**config.mk**
```make
export PLATFORM = sky130hd
export DESIGN_NAME = fp_add_sequencer
export DESIGN_NICKNAME = d
export VERILOG_FILES = /design/src/rtl/fp_add_sequencer.sv
export SDC_FILE = /design/constraint.sdc
export NUM_CORES = 1
export LEC_CHECK = 0
export CORE_AREA = 5 5 112 114
export CTS_CLUSTER_SIZE = 8
export DETAILED_ROUTE_END_ITERATION = 8
export DIE_AREA = 0 0 117 119
export GPL_TIMING_DRIVEN = 0
export PLACE_DENSITY = 0.81
export SLEW_MARGIN = 20
export SYNTH_ARGS = -nofsm -noshare
export SYNTH_HDL_FRONTEND = slang
export SYNTH_SLANG_ARGS = --single-unit
export TNS_END_PERCENT = 30
```
**constraint.sdc**
```tcl
create_clock -name clk -period 6.5 [get_ports clk]
set_clock_uncertainty 0.2 [all_clocks]
set_input_delay 1.625 -clock clk [delete_from_list [all_inputs] [get_ports clk]]
set_output_delay 1.625 -clock clk [all_outputs]
set_load 0.02 [all_outputs]
```
**src/rtl/fp_add_sequencer.sv**
```systemverilog
// fp_add_sequencer: issue, credit and in-order result buffering around an add pipe.
// Build option FP_ADD_SEQ_ILLEGAL_EN: illegal opcodes complete with out_err set.
module fp_add_sequencer #(
  parameter int WIDTH = 24,
  parameter int TAG_W = 5,
  parameter int LAT   = 3,
  parameter int DEPTH = 4
) (
  input  logic             clk,
  input  logic             rst_n,
  input  logic             in_valid,
  output logic             in_ready,
  input  logic [WIDTH-1:0] in_a,
  input  logic [WIDTH-1:0] in_b,
  input  logic [3:0]       in_opcode,
  input  logic [TAG_W-1:0] in_tag,
  output logic [WIDTH-1:0] pipe_a,
  output logic [WIDTH-1:0] pipe_b,
  output logic [3:0]       pipe_opcode,
  input  logic [WIDTH-1:0] pipe_result,
  output logic             out_valid,
  input  logic             out_ready,
  output logic [WIDTH-1:0] out_result,
  output logic [TAG_W-1:0] out_tag,
  output logic             out_err,
  output logic             busy
);

  localparam int AW = $clog2(DEPTH);
  localparam int CW = AW + 2;

  logic             fire;
  logic             pop;
  logic             wr;
  logic             nonempty;
  logic [LAT-1:0]   v;
  logic [TAG_W-1:0] tag_sr [LAT];
  logic [TAG_W-1:0] tag_mem [DEPTH];
  logic [WIDTH-1:0] res_mem [DEPTH];
  logic [WIDTH-1:0] wr_res;
  logic [AW-1:0]    wptr;
  logic [AW-1:0]    rptr;
  logic [AW:0]      count;
  logic [CW-1:0]    credits;

  assign pipe_a      = in_a;
  assign pipe_b      = in_b;
  assign pipe_opcode = in_opcode;

  assign fire     = in_valid & in_ready;
  assign nonempty = count != '0;
  assign pop      = nonempty & out_ready;
  assign wr       = v[LAT-1];

  assign out_valid  = nonempty;
  assign out_result = nonempty ? res_mem[rptr] : '0;
  assign out_tag    = nonempty ? tag_mem[rptr] : '0;
  assign busy       = (v != '0) | nonempty;

  // credits: every op fired and not yet popped holds one FIFO slot
  always_comb begin
    credits = CW'(count);
    for (int i = 0; i < LAT; i++) begin
      credits = credits + CW'(v[i]);
    end
  end

  assign in_ready = rst_n & (credits < CW'(DEPTH));

  // in-flight valid/tag tracking aligned with the add pipe
  always_ff @(posedge clk or negedge rst_n) begin
    if (!rst_n) begin
      v <= '0;
      for (int i = 0; i < LAT; i++) begin
        tag_sr[i] <= '0;
      end
    end else begin
      v[0]      <= fire;
      tag_sr[0] <= in_tag;
      for (int i = 1; i < LAT; i++) begin
        v[i]      <= v[i-1];
        tag_sr[i] <= tag_sr[i-1];
      end
    end
  end

`ifdef FP_ADD_SEQ_ILLEGAL_EN
  logic             illegal;
  logic [LAT-1:0]   err_sr;
  logic [DEPTH-1:0] err_mem;

  assign illegal = !(in_opcode inside {4'd0, 4'd1, 4'd2, 4'd8, 4'd9});

  // error flag travels alongside the tag
  always_ff @(posedge clk or negedge rst_n) begin
    if (!rst_n) begin
      err_sr <= '0;
    end else begin
      err_sr[0] <= illegal;
      for (int i = 1; i < LAT; i++) begin
        err_sr[i] <= err_sr[i-1];
      end
    end
  end

  assign wr_res  = err_sr[LAT-1] ? '0 : pipe_result;
  assign out_err = nonempty & err_mem[rptr];

  // error bit storage for buffered results
  always_ff @(posedge clk) begin
    if (wr) begin
      err_mem[wptr] <= err_sr[LAT-1];
    end
  end
`else
  assign wr_res  = pipe_result;
  assign out_err = 1'b0;
`endif

  // FIFO pointers and occupancy
  always_ff @(posedge clk or negedge rst_n) begin
    if (!rst_n) begin
      wptr  <= '0;
      rptr  <= '0;
      count <= '0;
    end else begin
      if (wr) begin
        wptr <= wptr + 1'b1;
      end
      if (pop) begin
        rptr <= rptr + 1'b1;
      end
      unique case ({wr, pop})
        2'b10:   count <= count + 1'b1;
        2'b01:   count <= count - 1'b1;
        default: count <= count;
      endcase
    end
  end

  // FIFO payload storage
  always_ff @(posedge clk) begin
    if (wr) begin
      res_mem[wptr] <= wr_res;
      tag_mem[wptr] <= tag_sr[LAT-1];
    end
  end

endmodule
```
==> metrics <==
Post-Place Worst Slack=0.800 ns; Slew Limit Fails=0; mux contribution to synthesized area=11.7%; GRT Util Overall=16.3%; CP Capture Type=output pin; Post-CTS Resized=0; Ys Warns=0; largest net degree at the start of global routing=28; Final min period=4.80 ns; critical path class=in -> out; Power Dens Cells=412 mW/mm2; xor-xnor portion of the synthesized cell area=0.920%; Top FF cell, synth=edfxtp_1; critical path arrival=2.97 ns; clock transition at the registers of the reported paths=0.06 ns; Mapped Area=0.00571 mm2; number of CTS-inserted buffers=17; Top-Level Pins=170; # setup viols final=0; Avg Vias per Cell=4.89; simple-gate share of the synthesized area=4.55%; Syn Nets=396; Tcrit/Tclk final=73.8%; CP startpoint kind=primary input; Final ANT Viol Nets=0; Die ar.=0.0139 mm2; post-synthesis async set-or-reset flop share=17.7%; Root Driver=clkbuf_16; main combinational cell family by area after synthesis=multiplexers; Hold Violations, Final=0; Hold Buf Count CTS=0; Net count, final=535; Synth Area in Adders=2.23%; outcome=completed; Post-Synthesis Cells=302; Netlist cell types=23; Setup TNS Final=0 ns; Post-synth EDFFs=116; Initial Utilization=50.5%; via count=2917; Compound-Gate Fraction of Synth Area=0.0876%; max cap viols=0; Ant. Diodes=0; WP data required=4.68 ns; die height=119 um; Setup WS post-layout=1.70 ns; DR DRC count=0; commonest non-fill, non-tap cell in the layout=edfxtp_1; TritonCTS clock tree=yes; Pre-antenna DRT Iters=4; post-synthesis sequential area ratio=71.9%; Post-Syn Area per Cell=18.9 um2; Worst Tran Pin Value=0.639 ns; Slew Limit Headroom=57.4%; Pleak=0.00286 uW; Synth Register Bits=141; worst hold path class=reg -> reg; clk buf depth=2; Row Count=39; initial antenna violation count=0; Worst-Skew Late Latency=0.41 ns; layout cells sized above 1=27.8%; routability cong.=0.681; most frequent cells in the layout=edfxtp_1, clkdlybuf4s50_1, buf_4, and2_1, mux4_2; RSZ-0062 raised after global routing=no; area delta synth->final=36.4%; H-tree level count=4; Core ar.=0.0113 mm2; WHS=0.149 ns; DRT Wirelength=10.9 mm; first-pass GRT wire length=16.8 mm; VDD IR max=0.239 mV; initial DRC count=122; dpl hpwl=7.50 mm; Die X=117 um; IO Port Bufs=116; WL/cell=18.3 um; worst-path fanout max=26; gr ovfl total=0; postcts setup bufs=0; Fmax=209 MHz; Clock Sinks=141; total power draw=3210 uW; vias in the first global route=3210
[cells by family after synthesis]
| family | after synthesis |
|---|---|
| xor gates and xnor gates | 6 |
| buffers and inverters | 71 |
| muxes | 30 |
| DFF | 141 |
| other | 1 |
| and+or+nand+nor | 43 |
| AOI/OAI and AO/OA | 1 |
| adders and majority gates | 9 |
[worst max-delay path, cell delays in order]
cell,delay [ns]
buf_2,0.46
and3_1,0.27
clkdlybuf4s50_1,0.61
[sequential cells by signal, summed over array words and instances (netlist names)]
signal	flops
wptr	2
tag_mem	20
count	3
tag_sr	15
res_mem	96
rptr	2
v	3
[synth_stat cells, types with 2 or more instances]
cell type    n  area, um2
edfxtp_1   116       3480
buf_4       53        398
and2_1      35        219
mux4_2      28        631
dfrtp_1     25        626
inv_1        8       30.0
ha_1         7       87.6
clkbuf_1     6       22.5
xor2_1       4       35.0
buf_6        3       33.8
fa_1         2       40.0
nand3_1      2       10.0
nor2_1       2       7.51
xnor2_1      2       17.5
[area by class of cell]
| class | count | area, um2 |
|---|---|---|
| multi-input combinational | 90 | 1120 |
| fill | 732 | 3520 |
| tap | 143 | 179 |
| buffer | 63 | 459 |
| inverter | 8 | 30.0 |
| sequential | 141 | 4110 |
| clock inverter | 9 | 90.1 |
| timing repair buffer | 120 | 1240 |
| clock buffer | 23 | 564 |
[routing by layer]
layer | share of wire [%] | global-route usage, %
met3 | 6.6 | 4.61
met1 | 36 | 18.5
met4 | 1.2 | 5.38
met5 | 0 | 0
met2 | 56 | 29.1
[through the flow]
stage	instances	utilization [%]	area, um2
after floorplan	302	-	5710
after global placement	561	62.3	7050
after detailed placement	565	63.1	7150
after CTS	597	68.9	7800
after global routing	597	68.9	7800
final	597	68.9	7800
[worst paths after layout]
check | from | end | slack, ns | cells after the start
setup / recovery | rst_n | in_ready | 1.70 | 3
hold / removal | tag_sr[14] | tag_sr[9] | 0.15 | 0
setup reg to reg | count[0] | count[2] | 4.19 | 8
hold reg to reg | tag_sr[14] | tag_sr[9] | 0.15 | 0
max in group asynchronous | rst_n | wptr[0] | 4.71 | 1
min in group asynchronous | rst_n | count[0] | 1.01 | 1
[power breakdown]
part / internal, uW / total (uW) / switching [uW]
Combinational: 578 / 1100 / 523
Sequential: 1070 / 1110 / 39.9
Clock: 653 / 1000 / 351
Note: power is estimated with default switching activity, not from simulation.
